[src/rtl/tug_game_ctrl_pkg.sv]
// rtl/tug_game_ctrl_pkg.sv - shared types and constants for the tug-of-war controller
package tug_pkg;
  typedef enum logic [1:0] {
    PLAY     = 2'd0,
    WIN_HOLD = 2'd1,
    DONE     = 2'd2
  } tug_state_e;

  localparam int LIGHT_N   = 9;
  localparam int CENTER    = 4;
  localparam int WIN_SCORE = 7;
  localparam int POS_W     = 4;

  localparam logic [1:0] WIN_NONE  = 2'b00;
  localparam logic [1:0] WIN_LEFT  = 2'b10;
  localparam logic [1:0] WIN_RIGHT = 2'b01;
endpackage

[src/rtl/tug_game_ctrl_if.sv]
// rtl/tug_game_ctrl_if.sv - player keys, computer speed and display/score signals
interface tug_game_ctrl_if;
  logic       L;
  logic       R;
  logic [9:0] Speed;
  logic [8:0] lights;
  logic [1:0] winner;
  logic [2:0] leftScore;
  logic [2:0] rightScore;

  modport master (output L, R, Speed, input lights, winner, leftScore, rightScore);
  modport slave  (input L, R, Speed, output lights, winner, leftScore, rightScore);
endinterface

[src/rtl/tug_game_ctrl_lfsr.sv]
// rtl/tug_game_ctrl_lfsr.sv - 10-bit Fibonacci LFSR (taps 10,7) driving the computer player
module tug_lfsr (
  input  logic       Clock,
  input  logic       Reset,
  output logic [9:0] value
);
  logic [9:0] r_lfsr;
  logic       w_fb;

  assign w_fb  = r_lfsr[9] ^ r_lfsr[6];
  assign value = r_lfsr;

  always_ff @(posedge Clock) begin
    if (Reset) r_lfsr <= 10'h001;
    else       r_lfsr <= {r_lfsr[8:0], w_fb};
  end
endmodule

[src/rtl/tug_game_ctrl.sv]
// rtl/tug_game_ctrl.sv - tug-of-war game FSM with scoring and win hold
// Build option: CPU_PLAYER_EN replaces the right key with an LFSR-driven computer player.
module tug_game_ctrl
  import tug_pkg::*;
#(
  parameter int HOLD_CYCLES = 4
) (
  input  logic                 Clock,
  input  logic                 Reset,
  tug_game_ctrl_if.slave       gif
);
  localparam int HW = (HOLD_CYCLES < 2) ? 1 : $clog2(HOLD_CYCLES + 1);

  tug_state_e       r_state, w_state_nx;
  logic [POS_W-1:0] r_pos, w_pos_nx;
  logic [1:0]       r_winner, w_winner_nx;
  logic [2:0]       r_left_score, w_left_score_nx;
  logic [2:0]       r_right_score, w_right_score_nx;
  logic [HW-1:0]    r_hold_cnt, w_hold_cnt_nx;
  logic             r_l_prev;
  logic             w_l_press, w_r_press;

  assign w_l_press = gif.L && !r_l_prev;

`ifdef CPU_PLAYER_EN
  logic [9:0] w_lfsr;

  tug_lfsr u_lfsr (
    .Clock (Clock),
    .Reset (Reset),
    .value (w_lfsr)
  );

  // The computer presses as a raw pulse; no edge detection on its output.
  assign w_r_press = (w_lfsr < gif.Speed);
`else
  logic r_r_prev;

  always_ff @(posedge Clock) begin
    if (Reset) r_r_prev <= 1'b0;
    else       r_r_prev <= gif.R;
  end

  assign w_r_press = gif.R && !r_r_prev;
`endif

  always_comb begin
    w_state_nx       = r_state;
    w_pos_nx         = r_pos;
    w_winner_nx      = r_winner;
    w_left_score_nx  = r_left_score;
    w_right_score_nx = r_right_score;
    w_hold_cnt_nx    = r_hold_cnt;
    case (r_state)
      PLAY: begin
        if (w_l_press && !w_r_press) begin
          if (r_pos == POS_W'(LIGHT_N - 1)) begin
            w_winner_nx     = WIN_LEFT;
            w_left_score_nx = r_left_score + 3'd1;
            w_hold_cnt_nx   = '0;
            w_state_nx      = (r_left_score == 3'(WIN_SCORE - 1)) ? DONE : WIN_HOLD;
          end else begin
            w_pos_nx = r_pos + POS_W'(1);
          end
        end else if (w_r_press && !w_l_press) begin
          if (r_pos == '0) begin
            w_winner_nx      = WIN_RIGHT;
            w_right_score_nx = r_right_score + 3'd1;
            w_hold_cnt_nx    = '0;
            w_state_nx       = (r_right_score == 3'(WIN_SCORE - 1)) ? DONE : WIN_HOLD;
          end else begin
            w_pos_nx = r_pos - POS_W'(1);
          end
        end
      end
      WIN_HOLD: begin
        if (r_hold_cnt == HW'(HOLD_CYCLES - 1)) begin
          w_state_nx    = PLAY;
          w_pos_nx      = POS_W'(CENTER);
          w_winner_nx   = WIN_NONE;
          w_hold_cnt_nx = '0;
        end else begin
          w_hold_cnt_nx = r_hold_cnt + HW'(1);
        end
      end
      DONE: ;
      default: w_state_nx = PLAY;
    endcase
  end

  always_ff @(posedge Clock) begin
    if (Reset) begin
      r_state       <= PLAY;
      r_pos         <= POS_W'(CENTER);
      r_winner      <= WIN_NONE;
      r_left_score  <= '0;
      r_right_score <= '0;
      r_hold_cnt    <= '0;
      r_l_prev      <= 1'b0;
    end else begin
      r_state       <= w_state_nx;
      r_pos         <= w_pos_nx;
      r_winner      <= w_winner_nx;
      r_left_score  <= w_left_score_nx;
      r_right_score <= w_right_score_nx;
      r_hold_cnt    <= w_hold_cnt_nx;
      r_l_prev      <= gif.L;
    end
  end

  assign gif.lights     = (r_state == PLAY) ? (LIGHT_N'(1) << r_pos) : '0;
  assign gif.winner     = r_winner;
  assign gif.leftScore  = r_left_score;
  assign gif.rightScore = r_right_score;
endmodule

[src/flat_wrapper.sv]
// flat-port wrapper written by rule: the top's interface ports become plain ports
module tug_game_ctrl_flat import tug_pkg::*;
#(
  parameter int HOLD_CYCLES = 4
)
  (Clock, Reset, gif_L, gif_R, gif_Speed, gif_lights, gif_winner, gif_leftScore, gif_rightScore);
  tug_game_ctrl_if gif_i ();
  input  logic Clock;
  input  logic Reset;
  input wire logic [$bits(gif_i.L)-1:0] gif_L;
  input wire logic [$bits(gif_i.R)-1:0] gif_R;
  input wire logic [$bits(gif_i.Speed)-1:0] gif_Speed;
  output wire logic [$bits(gif_i.lights)-1:0] gif_lights;
  output wire logic [$bits(gif_i.winner)-1:0] gif_winner;
  output wire logic [$bits(gif_i.leftScore)-1:0] gif_leftScore;
  output wire logic [$bits(gif_i.rightScore)-1:0] gif_rightScore;
  assign gif_i.L = gif_L;
  assign gif_i.R = gif_R;
  assign gif_i.Speed = gif_Speed;
  assign gif_lights = gif_i.lights;
  assign gif_winner = gif_i.winner;
  assign gif_leftScore = gif_i.leftScore;
  assign gif_rightScore = gif_i.rightScore;
  tug_game_ctrl #(.HOLD_CYCLES(HOLD_CYCLES)) u_core (.Clock(Clock), .Reset(Reset), .gif(gif_i));
endmodule
[config.mk]
export PLATFORM = sky130hd
export DESIGN_NAME = tug_game_ctrl_flat
export DESIGN_NICKNAME = d
export VERILOG_FILES = /design/src/rtl/tug_game_ctrl_pkg.sv /design/src/rtl/tug_game_ctrl_if.sv /design/src/rtl/tug_game_ctrl_lfsr.sv /design/src/rtl/tug_game_ctrl.sv /design/src/flat_wrapper.sv
export SDC_FILE = /design/constraint.sdc
export NUM_CORES = 1
export LEC_CHECK = 0
export ABC_CLOCK_PERIOD_IN_PS = 3100
export BUFFER_PORTS_ARGS = -buffer_cell sky130_fd_sc_hd__buf_2
export CAP_MARGIN = 20
export CORE_MARGIN = 2
export CORE_UTILIZATION = 50
export DETAILED_ROUTE_END_ITERATION = 6
export GPL_TIMING_DRIVEN = 0
export PLACE_DENSITY = 0.78
export SYNTH_ARGS = -nofsm -noshare
export SYNTH_HDL_FRONTEND = slang
export SYNTH_SLANG_ARGS = --single-unit
[constraint.sdc]
create_clock -name Clock -period 3.1 [get_ports Clock]
set_clock_uncertainty 0.05 [all_clocks]
set_input_delay 0.775 -clock Clock [delete_from_list [all_inputs] [get_ports Clock]]
set_output_delay 0.775 -clock Clock [all_outputs]
set_load 0.03 [all_outputs]
# --- Word level (Yosys, flattened, before mapping) ---
# Cells that the tools add are included.
classes:
  addsub: 5
  eq_ne: 12
  shifts: 1
  n_mux: 26
  n_bitwise: 2
  reduce_logical: 17
op_table:
  columns: ["operator", "count"]
  rows:
  - ["$mux W2", 11]
  - ["$mux W4", 5]
  - ["$mux W3", 5]
  - ["$reduce_and A5 Y1", 3]
  - ["$add A3 B1 Y3 const B", 3]
  - ["$mux W9", 1]
  - ["$shl A1 B4 Y9 const A", 1]
  - ["$pmux W4 S2", 1]
  - ["$reduce_and A4 Y1", 2]
  - ["$eq A3 B3 Y1 const B", 2]
  - ["$ne A3 B1 Y1 const B", 2]
  - ["$ne A3 B3 Y1 const B", 2]
  - ["$pmux W2 S3", 1]
  - ["$pmux W3 S2", 1]
  - ["$add A4 B1 Y4 const B", 1]
  - ["$eq A4 B4 Y1 const B", 1]
  - ["$logic_and A1 B1 Y1", 4]
  - ["$logic_not A1 Y1", 4]
  - ["$logic_not A4 Y1", 1]
  - ["$pmux W2 S2", 1]
  - ["$sub A4 B1 Y4 const B", 1]
  - ["$eq A3 B2 Y1 const B", 1]
  - ["$ne A3 B2 Y1 const B", 1]
  - ["$reduce_and A3 Y1", 1]
  - ["other kinds (6)", 7]
totals:
  ff_bits: 19
  in_bits: 14
  elab_cells: 71

# --- Longest topological paths before layout ---
# Gate-level depths: netlist of run 1.
logic_depth:
  ltp_word: 7
  mapped_depth: 8
  ltp_nobuf: 8

# --- Least setup slack after synthesis of run 1 ---
# No wires, ideal clock.
synth_path:
  path_kind: "input port to flip-flop"
  from: "input gif_L"
  to: "register u_core.r_pos[3]"
  t_arrival_ns: 2.287
  setup_slack_ns: 0.631
  path_stages: 7
  n_path_buf: 0
  path_cell_list: "nor2b_1 > nand2_1 > ha_1 > a2111oi_0 > o211ai_1 > mux2i_1 > a21oi_1"
synth_between:
  elab_chain_len: 5
synth_lines:
  columns: ["element", "line_no", "source"]
  rows:
  - ["start, declared", "flat_wrapper.sv:10", "input wire logic [$bits(gif_i.L)-1:0] gif_L;"]
  - ["$logic_and A1 B1 Y1 (*)", "tug_game_ctrl.sv:23", "assign w_l_press = gif.L && !r_l_prev;"]
  - ["$logic_not A1 Y1", "tug_game_ctrl.sv:65", "end else if (w_r_press && !w_l_press) begin"]
  - ["$logic_and A1 B1 Y1", "tug_game_ctrl.sv:65", null]
  - ["$ne A3 B1 Y1 (no line)", null, null]
  - ["$reduce_and A5 Y1 (no line)", null, null]
  - ["end signal, assigned", "tug_game_ctrl.sv:94", "r_pos <= POS_W'(CENTER);"]
  - ["end signal, assigned", "tug_game_ctrl.sv:102", "r_pos <= w_pos_nx;"]
  - ["end, declared", "tug_game_ctrl.sv:15", "logic [POS_W-1:0] r_pos, w_pos_nx;"]
# Every way passes the cells marked *; elsewhere a longest branch is shown, timed or not.
# A chain may end at the register's enable or synchronous reset.

# --- Worst setup path after layout of run 1 ---
layout_path:
  from: "register u_core.r_state[0]"
  to: "output gif_lights[6]"
layout_between:
  elab_chain_len: 2
layout_lines:
  columns: ["element", "line_no", "source"]
  rows:
  - ["start, declared", "tug_game_ctrl.sv:14", "tug_state_e r_state, w_state_nx;"]
  - ["start signal, assigned", "tug_game_ctrl.sv:101", "r_state <= w_state_nx;"]
  - ["$logic_not A2 Y1", "tug_game_ctrl.sv:111", "assign gif.lights = (r_state == PLAY) ? (LIGHT_N'(1) << r_pos) : '0;"]
  - ["$mux W9", "tug_game_ctrl.sv:111", null]
  - ["end, declared", "flat_wrapper.sv:13", "output wire logic [$bits(gif_i.lights)-1:0] gif_lights;"]
# Every way passes these cells.

==> qor.txt, run 1 <==
commonest non-fill, non-tap cells in the layout -> buf_2 (20), nor2_1 (19), dfxtp_1 (19), nand2_1 (12), a21oi_1 (12)
syn_nets -> 159
dpl hpwl -> 1.815 mm
# setup viols final -> 0
htree depth -> 1
Max rail drop VDD -> 399.2 µV
post-synthesis simple-gate area fraction -> 31.06%
class of the worst hold path -> reg -> reg
wire length per cell -> 12.81 µm
register area share after synthesis -> 33.97%
Synth Register Bits -> 19
syn_area_per_cell -> 8.115 µm²
hold buffers post-CTS -> 0
ANT cells -> 0
power per cell area -> 536.2 nW/µm²
row cnt -> 17
Clock Path Buffers -> 2
most common cell after layout, fill and taps aside -> buf_2
multiplexer share of the synthesized area -> 1.788%
share of cells above drive strength 1 -> 20.37%
adder-cell share of the synthesized area -> 7.821%
number of global-route vias before repair -> 1038
Netlist cell types -> 39
Final Critical Period -> 2.612 ns
Arr. time, crit path -> 1.79 ns
Root Buffer -> clkbuf_4
CTS tree -> done
fin crit share -> 84.25%
fill count -> 209
RSZ-0062 raised after global routing -> false
PortBufs -> 20
count of yosys warnings during synthesis -> 0
Slew @ Worst Pin -> 0.5351 ns
HP Start -> u_core.r_hold_cnt[2]
Worst Setup Start Kind -> flop
Die Ht -> 51.33 µm
global-route wire length before repair -> 4.257 mm
Hold Path Stages -> 2
die span in x -> 51.33 µm
post-DR vias/cell -> 5.568
largest family of logic cells by synthesized area -> simple AND/OR/NAND/NOR gates
Core Box Area -> 2170 µm²
Skew-Pair Late Insertion Delay -> 0.30 ns
Sink Count -> 19
Power Total -> 0.6870 mW
Post-Route Setup TNS -> 0 ns
Worst Setup SP -> u_core.r_state[0]
CTS clk-pin slew, worst paths -> 0.11 ns
Initial DRC Count -> 30
Synth Instances -> 138
vias -> 1058
Crit Path Max Fanout -> 10
Overflow after GRT -> 0
Post-Synth XOR/XNOR Area -> 4.693%
gp weighted congestion -> 0.8380
total CTS buffers -> 3
f_max -> 382.9 MHz
largest net degree at the start of global routing -> 11
Post-CTS Resized -> 0
reg2reg start -> u_core.r_l_prev
crit path kind -> reg -> out
Req. time, crit path -> 2.27 ns
Die Area -> 2634 µm²
GRT Total Usage -> 20.86%
Worst Reg-to-Reg Cells -> 7
post-synthesis compound-gate area fraction -> 16.31%
post-route ant nets -> 0
layout net count -> 184
P_leak -> 0.5384 nW
Post-Synthesis Cell Area -> 1120 µm²
Max-slew headroom -> 64.03%
Initial Util -> 51.61%
Final Max Tran Viols -> 0
Final Util -> 59.05%
initial antenna violation count -> 0
Final Hold Vio Count -> 0
DRT Pass-1 Iters -> 4
Post-route DRC -> 0
max_cap viols -> 0
Post-CTS Setup Bufs -> 0
area added between synthesis and finish -> 14.41%
total routed wirelength -> 2.433 mm
status -> finished clean
CP endpoint kind -> output pin
top-level port count -> 31
Hold WS -> 0.4272 ns
[cells in the mapped netlist]
master	number	share of area (%)
mux2i_1	2	1.8
nand4b_1	1	0.78
a2111oi_0	1	0.78
inv_1	5	1.7
clkbuf_1	5	1.7
nand2b_1	7	3.9
nor2_2	1	0.56
and2b_2	1	0.78
dfxtp_1	19	34
a221oi_1	1	0.78
o21ai_0	3	1.3
nor2b_1	4	2.2
or3_1	2	1.1
nand2_1	12	4.0
o31a_1	1	0.78
and3_1	1	0.56
a211oi_1	2	1.3
a311oi_1	1	0.78
nor4_2	1	1.1
or4_4	2	2.0
or4_1	1	0.67
or3b_2	2	1.6
o221ai_1	1	0.78
nor3_1	6	2.7
nor4_1	1	0.56
o41a_1	1	1.0
or2_2	2	1.1
a21oi_1	12	5.4
nor2_1	19	6.4
a31oi_1	1	0.56
o211ai_1	2	1.3
o311ai_0	1	0.78
xnor2_1	4	3.1
buf_6	1	1.0
nand3_1	1	0.45
and2_1	1	0.56
ha_1	7	7.8
xor2_1	2	1.6
o21a_1	1	0.67
[critical path, stage by stage (launching register included)]
cell and delay, ns:
dfxtp_1 0.33, clkbuf_1 0.19, or2_2 0.35, nor2_1 0.15
nand2_1 0.13, nor2_1 0.13, buf_2 0.20
[final timing paths]
check        slack, ns                    to
min               0.43  u_core.r_hold_cnt[2]
max reg2reg       0.81       u_core.r_pos[3]
min reg2reg       0.43  u_core.r_hold_cnt[2]
max               0.49         gif_lights[6]
[per-stage QoR]
stage / instance area, µm² / cells / setup slack, ns
6_report: 1281 / 190 / 0.4881
5_1_grt: 1281 / 190 / 0.2682
2_1_floorplan: 1120 / 138 / 0.6310
4_1_cts: 1281 / 190 / 0.4870
3_5_place_dp: 1255 / 186 / 0.2602
3_3_place_gp: 1255 / 186 / 0.2677
[state kept, by name (all words and copies together), names as in the netlist]
| register | count |
|---|---|
| u_core.r_hold_cnt | 3 |
| u_core.r_l_prev | 1 |
| u_core.r_r_prev | 1 |
| u_core.r_state | 2 |
| u_core.gif.winner | 2 |
| u_core.gif.rightScore | 3 |
| u_core.gif.leftScore | 3 |
| u_core.r_pos | 4 |
[logic make-up after synthesis]
group                      count (synthesis)
AOI/OAI and AO/OA                         28
xor gates and xnor gates                   6
adders and majority gates                  7
buffers and inverters                     11
DFF                                       19
muxes                                      2
and+or+nand+nor                           65
[routing by layer]
metal	part of all wire, %	GRT usage [%]	vias to the layer above
li1	-	-	535
met1	47	26.13	488
met2	47	34.42	28
met3	4.4	3.801	7
met4	2.1	10.09	0
met5	0	0	-
[report_power, final]
part / internal [mW] / leakage, nW / switching [mW]
logic: 0.0993 / 0.369 / 0.172
registers: 0.264 / 0.155 / 0.0214
clock network: 0.0502 / 0.0150 / 0.0806
[layout make-up]
| class | instances | area, µm² | area share (%) |
|---|---|---|---|
| Buffer | 6 | 30.03 | 2.344 |
| Clock buffer | 4 | 26.28 | 2.051 |
| Inverter | 5 | 18.77 | 1.465 |
| Multi-Input combinational cell | 108 | 690.7 | 53.91 |
| Sequential cell | 19 | 380.4 | 29.69 |
| Tap cell | 28 | 35.03 | 2.734 |
| Timing Repair Buffer | 20 | 100.1 | 7.812 |
No activity file was read; power rests on OpenSTA's default activity.
==> inputs of run 2 (changes only) <==
--- a/config.mk
+++ b/config.mk
@@ -5,14 +5,14 @@
 export SDC_FILE = /design/constraint.sdc
 export NUM_CORES = 1
 export LEC_CHECK = 0
-export ABC_CLOCK_PERIOD_IN_PS = 3100
+export ABC_CLOCK_PERIOD_IN_PS = 2400
 export BUFFER_PORTS_ARGS = -buffer_cell sky130_fd_sc_hd__buf_2
 export CAP_MARGIN = 20
 export CORE_MARGIN = 2
-export CORE_UTILIZATION = 50
+export CORE_UTILIZATION = 46
 export DETAILED_ROUTE_END_ITERATION = 6
 export GPL_TIMING_DRIVEN = 0
-export PLACE_DENSITY = 0.78
+export PLACE_DENSITY = 0.75
 export SYNTH_ARGS = -nofsm -noshare
 export SYNTH_HDL_FRONTEND = slang
 export SYNTH_SLANG_ARGS = --single-unit
==> constraint.sdc (replaced) <==
create_clock -name Clock -period 2.4 [get_ports Clock]
set_clock_uncertainty 0.05 [all_clocks]
set_input_delay 0.6 -clock Clock [delete_from_list [all_inputs] [get_ports Clock]]
set_output_delay 0.6 -clock Clock [all_outputs]
set_load 0.03 [all_outputs]
==> qor.txt, run 2 (synthesized netlist as in run 1, its figures left out) <==
status -> finished clean
metal3 WL -> 136 µm (+28%)
Max-slew headroom -> 62.02% (-2.0 points)
max_cap viols -> 0 (unchanged)
WL met1 -> 1.135 mm (-0.26%)
HP Start -> u_core.r_hold_cnt[2]
RSZ-0062 raised after global routing -> false
fin cells -> 190 (unchanged)
Final Instance Area -> 1299 µm² (+1.4%)
P_leak -> 0.5489 nW (+2.0%)
top-level port count -> 31 (unchanged)
initial antenna violation count -> 0 (unchanged)
FF-to-FF End -> u_core.r_pos[3]
Crit Path Max Fanout -> 9 (-1)
# setup viols final -> 0 (unchanged)
CTS tree -> done
Root Buffer -> clkbuf_4
number of global-route vias before repair -> 903 (-13%)
Overflow after GRT -> 0 (unchanged)
f_max -> 433.7 MHz
commonest non-fill, non-tap cells in the layout -> buf_2 (19), dfxtp_1 (19), nor2_1 (18), nand2_1 (12), a21oi_1 (12)
post-DR vias/cell -> 5.511 (-1.0%)
top sig layer -> met4
dpl hpwl -> 1.911 mm (+5.3%)
power per cell area -> 687.2 nW/µm² (+28%)
crit path kind -> reg -> out
total CTS buffers -> 3 (unchanged)
total routed wirelength -> 2.471 mm (+1.6%)
PortBufs -> 20 (unchanged)
Hold Crit Endpoint -> u_core.r_hold_cnt[2]
Final Max Tran Viols -> 0 (unchanged)
largest net degree at the start of global routing -> 12 (+1)
reg2reg start -> u_core.r_r_prev
Power Total -> 0.8926 mW (+30%)
wire length per cell -> 13.01 µm (+1.6%)
R2R setup slack -> 0.26 ns (-0.55 ns)
Sink Count -> 19 (unchanged)
class of the worst hold path -> reg -> reg
die span in x -> 53.34 µm (+3.9%)
Reg with most FFs -> u_core.r_pos
area added between synthesis and finish -> 15.98%
Initial DRC Count -> 24 (-20%)
layout net count -> 184 (unchanged)
DP Cell Count -> 186 (unchanged)
share of cells above drive strength 1 -> 22.84% (+2.5 points)
Final Util -> 57.60% (-1.5 points)
Final Critical Period -> 2.306 ns
GRT Total Usage -> 19.39% (-1.5 points)
htree depth -> 1 (unchanged)
Post-route DRC -> 0 (unchanged)
Req. time, crit path -> 1.75 ns (-0.52 ns)
gp weighted congestion -> 0.9092 (+8.5%)
post-route ant nets -> 0 (unchanged)
Worst Reg-to-Reg Cells -> 7 (unchanged)
Hold Path Stages -> 2 (unchanged)
max reg flops -> 4 (unchanged)
Initial Util -> 49.67% (-1.9 points)
Skew-Pair Late Insertion Delay -> 0.30 ns (about the same)
Worst Setup Start Kind -> flop
Clock Path Buffers -> 2 (unchanged)
CTS clk-pin slew, worst paths -> 0.11 ns (about the same)
fin crit share -> 96.08%
Slew @ Worst Pin -> 0.5649 ns (+0.02984 ns)
Post-DP Area -> 1255 µm² (unchanged)
met2 WL -> 1.182 mm (+4.0%)
ANT cells -> 0 (unchanged)
Final Hold Vio Count -> 0 (unchanged)
CP endpoint kind -> output pin
Die Ht -> 53.34 µm (+3.9%)
Max rail drop VDD -> 355.8 µV (-11%)
Arr. time, crit path -> 1.66 ns (-0.13 ns)
row cnt -> 17 (unchanged)
hold buffers post-CTS -> 0 (unchanged)
fill count -> 222 (+6.2%)
DRT Pass-1 Iters -> 4 (unchanged)
global-route wire length before repair -> 4.022 mm (-5.5%)
Hold WS -> 0.4293 ns (+0.002177 ns)
vias -> 1047 (-1.0%)
Core Box Area -> 2255 µm² (+3.9%)
Die Area -> 2845 µm² (+8.0%)
==> run 2: cell count changes in the layout (fill, tap and decap cells not counted) <==
cell      delta
buf_2        -1
buf_4        +1
clkbuf_1     -2
clkbuf_4     +1
clkinv_2     +1
nor2_1       -1
nor2_4       +1
nor2b_1      -1
nor2b_2      +1
==> run 2: worst max-delay path, cell delays in order, from the launching register on <==
cell     delay, ns
dfxtp_1       0.54
or3b_2        0.51
nor2_1        0.11
buf_2         0.20
==> run 2: worst max-delay path by stage <==
| stage | depth (start not counted) | endpoint | start | slack, ns |
|---|---|---|---|---|
| floorplan | 7 | u_core.r_pos[3] | gif_L | 0.11 |
| global placement | 8 | u_core.r_pos[3] | gif_L | -0.27 |
| detailed placement | 8 | u_core.r_pos[3] | gif_L | -0.28 |
| CTS | 6 | gif_lights[5] | u_core.r_state[0] | 0.04 |
| global route | 6 | gif_lights[5] | u_core.r_state[0] | 0.004 |
| finish | 3 | gif_lights[8] | u_core.r_pos[3] | 0.09 |
==> run 2: where the power goes <==
group / internal, mW / leakage [nW] / switching [mW]
sequential: 0.340 / 0.155 / 0.0296
combinational: 0.137 / 0.377 / 0.223
clock: 0.0620 / 0.0177 / 0.101
total: 0.539 / 0.549 / 0.354
==> run 2: final cells by class <==
class	instances	area [µm²]	share of cell area, %
repair buffers	20	105.1	8.092
clock inverters	1	5.005	0.3854
flip-flops and latches	19	380.4	29.29
plain buffers	6	31.28	2.408
well taps	28	35.03	2.697
clock buffers	3	22.52	1.734
inverters	5	18.77	1.445
multi-input cells	108	700.7	53.95
==> run 2: stage by stage <==
step                      worst slack (ns)  setup TNS (ns)
final                              0.09403               0
after global routing              0.004289               0
after CTS                          0.03671               0
after detailed placement           -0.2778         -0.4203
after global placement             -0.2656         -0.3236
after floorplan                     0.1060               0
==> run 2: repair_timing <==
item / 4_1_cts / 5_1_grt
setup buffers: 0 / 0
gates resized for setup: 2 / 5
pin swaps: 0 / 0
setup endpoints to repair: 4 / 5
==> run 2: routing by layer <==
metal	global-route usage, %	up-vias
li1	-	534
met1	24.96	476
met2	31.89	35
met3	3.390	2
met4	7.265	0
met5	0	-
==> inputs of run 3 (changes only) <==
--- a/config.mk
+++ b/config.mk
@@ -9,10 +9,10 @@
 export BUFFER_PORTS_ARGS = -buffer_cell sky130_fd_sc_hd__buf_2
 export CAP_MARGIN = 20
 export CORE_MARGIN = 2
-export CORE_UTILIZATION = 46
+export CORE_UTILIZATION = 32
 export DETAILED_ROUTE_END_ITERATION = 6
 export GPL_TIMING_DRIVEN = 0
-export PLACE_DENSITY = 0.75
+export PLACE_DENSITY = 0.56
 export SYNTH_ARGS = -nofsm -noshare
 export SYNTH_HDL_FRONTEND = slang
 export SYNTH_SLANG_ARGS = --single-unit
==> qor.txt, run 3 (synthesized netlist as in run 1, its figures left out) <==
status -> finished clean
htree depth -> 1 (unchanged)
commonest non-fill, non-tap cells in the layout -> dfxtp_1 (19), nor2_1 (18), buf_2 (18), a21oi_1 (12), nand2_1 (10)
vias -> 1031 (-1.5%)
global-route wire length before repair -> 4.533 mm (+13%)
Internal -> 0.5413 mW (+0.45%)
row cnt -> 21 (+4)
class of the worst hold path -> reg -> reg
Largest stage delay, worst path -> 0.54 ns (about the same)
Core Box Area -> 3337 µm² (+48%)
Clock Path Buffers -> 2 (unchanged)
fill count -> 360 (+62%)
max_cap viols -> 0 (unchanged)
fin cells -> 208 (+9.5%)
Post-CTS Resized -> 4 (+2)
total routed wirelength -> 2.650 mm (+7.2%)
most common cell after layout, fill and taps aside -> dfxtp_1
Flop pwr share -> 40.9% (-0.6 points)
RSZ-0062 raised after global routing -> false
CTS clk-pin slew, worst paths -> 0.12 ns (about the same)
Arr. time, crit path -> 1.67 ns (about the same)
Sink Count -> 19 (unchanged)
layout net count -> 184 (unchanged)
Req. time, crit path -> 1.75 ns (about the same)
power per cell area -> 684.3 nW/µm² (-0.43%)
largest net degree at the start of global routing -> 13 (+1)
number of global-route vias before repair -> 995 (+10%)
fin crit share -> 96.76% (+0.67 points)
area added between synthesis and finish -> 18.88%
Power Total -> 0.9110 mW (+2.1%)
Final Util -> 39.90% (-18 points)
Worst Setup Start Kind -> flop
total CTS buffers -> 3 (unchanged)
Reg with most FFs -> u_core.r_pos
CTS tree -> done
Die Area -> 3989 µm² (+40%)
Overflow after GRT -> 0 (unchanged)
Comb power frac -> 39.8% (-0.5 points)
Final Hold Vio Count -> 0 (unchanged)
multi-input logic area -> 708.2 µm² (+1.1%)
hold buffers post-CTS -> 0 (unchanged)
share of cells above drive strength 1 -> 24.07% (+1.2 points)
CP endpoint kind -> output pin
clock power share -> 19.2% (+1.0 points)
Die Ht -> 63.16 µm (+18%)
Root Buffer -> clkbuf_4
DP Cell Count -> 204 (+9.7%)
Post-route DRC -> 0 (unchanged)
GRT Total Usage -> 14.21% (-5.2 points)
Initial DRC Count -> 33 (+38%)
f_max -> 430.6 MHz (-0.70%)
P_leak -> 0.5429 nW (-1.1%)
worst path cell trace -> or3b_2 > nor2_1 > buf_2
Max rail drop VDD -> 441.9 µV (+24%)
Crit Path Max Fanout -> 9 (unchanged)
Slew @ Worst Pin -> 0.5393 ns (-0.02559 ns)
top-level port count -> 31 (unchanged)
post-route ant nets -> 0 (unchanged)
Sw Share -> 40.58% (+0.96 points)
Reg area -> 380.4 µm² (unchanged)
Initial Util -> 33.56% (-16 points)
max reg flops -> 4 (unchanged)
PortBufs -> 20 (unchanged)
dpl hpwl -> 1.981 mm (+3.7%)
P_sw -> 0.3697 mW (+4.5%)
Post-CTS Setup Bufs -> 0 (unchanged)
# setup viols final -> 0 (unchanged)
DRT Pass-1 Iters -> 4 (unchanged)
Skew-Pair Late Insertion Delay -> 0.31 ns (about the same)
gp weighted congestion -> 0.7977 (-12%)
crit path kind -> reg -> out
Max-slew headroom -> 63.75% (+1.7 points)
wire length per cell -> 12.74 µm (-2.0%)
post-DR vias/cell -> 4.957 (-10%)
critical path's slowest cell -> dfxtp_1
Final Critical Period -> 2.322 ns (+0.01619 ns)
Final Max Tran Viols -> 0 (unchanged)
die span in x -> 63.16 µm (+18%)
initial antenna violation count -> 0 (unchanged)
ANT cells -> 0 (unchanged)
run 3: cell type report:
class	instances	share of cell area, %
Timing Repair Buffer	20	7.895
Clock inverter	1	0.5639
Buffer	6	2.350
Multi-Input combinational cell	108	53.20
Clock buffer	3	1.692
Inverter	5	1.410
Tap cell	46	4.323
Sequential cell	19	28.57
run 3: per-layer routing:
metal	routed length, µm	global-route usage (%)
met5	0	0
met4	23	3.611
met1	1322	18.26
met2	1188	23.01
met3	115	4.464
run 3: power by group through the flow:
| stage | sequential [mW] | clock [mW] | combinational [mW] |
|---|---|---|---|
| 2_1_floorplan | 0.374 | 0 | 0.267 |
| 3_3_place_gp | 0.375 | 0 | 0.341 |
| 3_5_place_dp | 0.375 | 0 | 0.351 |
| 6_report | 0.373 | 0.175 | 0.363 |
| 4_1_cts | 0.369 | 0.185 | 0.357 |
| 5_1_grt | 0.376 | 0.195 | 0.404 |
run 3: metrics by stage:
step / worst slack [ns] / hold WS [ns] / TNS [ns] / cell area, µm²
2_1_floorplan: 0.1060 / 0.3801 / 0 / 1120
3_3_place_gp: -0.3430 / 0.4017 / -0.4710 / 1277
3_5_place_dp: -0.3446 / 0.3999 / -0.5713 / 1277
4_1_cts: 0.007612 / 0.4258 / 0 / 1316
5_1_grt: 0.01062 / 0.4450 / 0 / 1331
6_report: 0.07784 / 0.4216 / 0 / 1331
run 3: worst max-delay path, delay by kind of cell (launching register included):
kind	cells	cell delay, ns
buffers and inverters	1	0.21
DFF	1	0.54
and+or+nand+nor	2	0.62
run 3: worst paths after layout:
check	startpoint	end	slack [ns]	depth (start not counted)
worst min-delay path	u_core.r_hold_cnt[2]	u_core.r_hold_cnt[2]	0.42	2
worst max-delay path	u_core.r_pos[3]	gif_lights[8]	0.08	3
worst max register to register	u_core.r_l_prev	u_core.r_pos[3]	0.29	8
worst min register to register	u_core.r_hold_cnt[2]	u_core.r_hold_cnt[2]	0.42	2
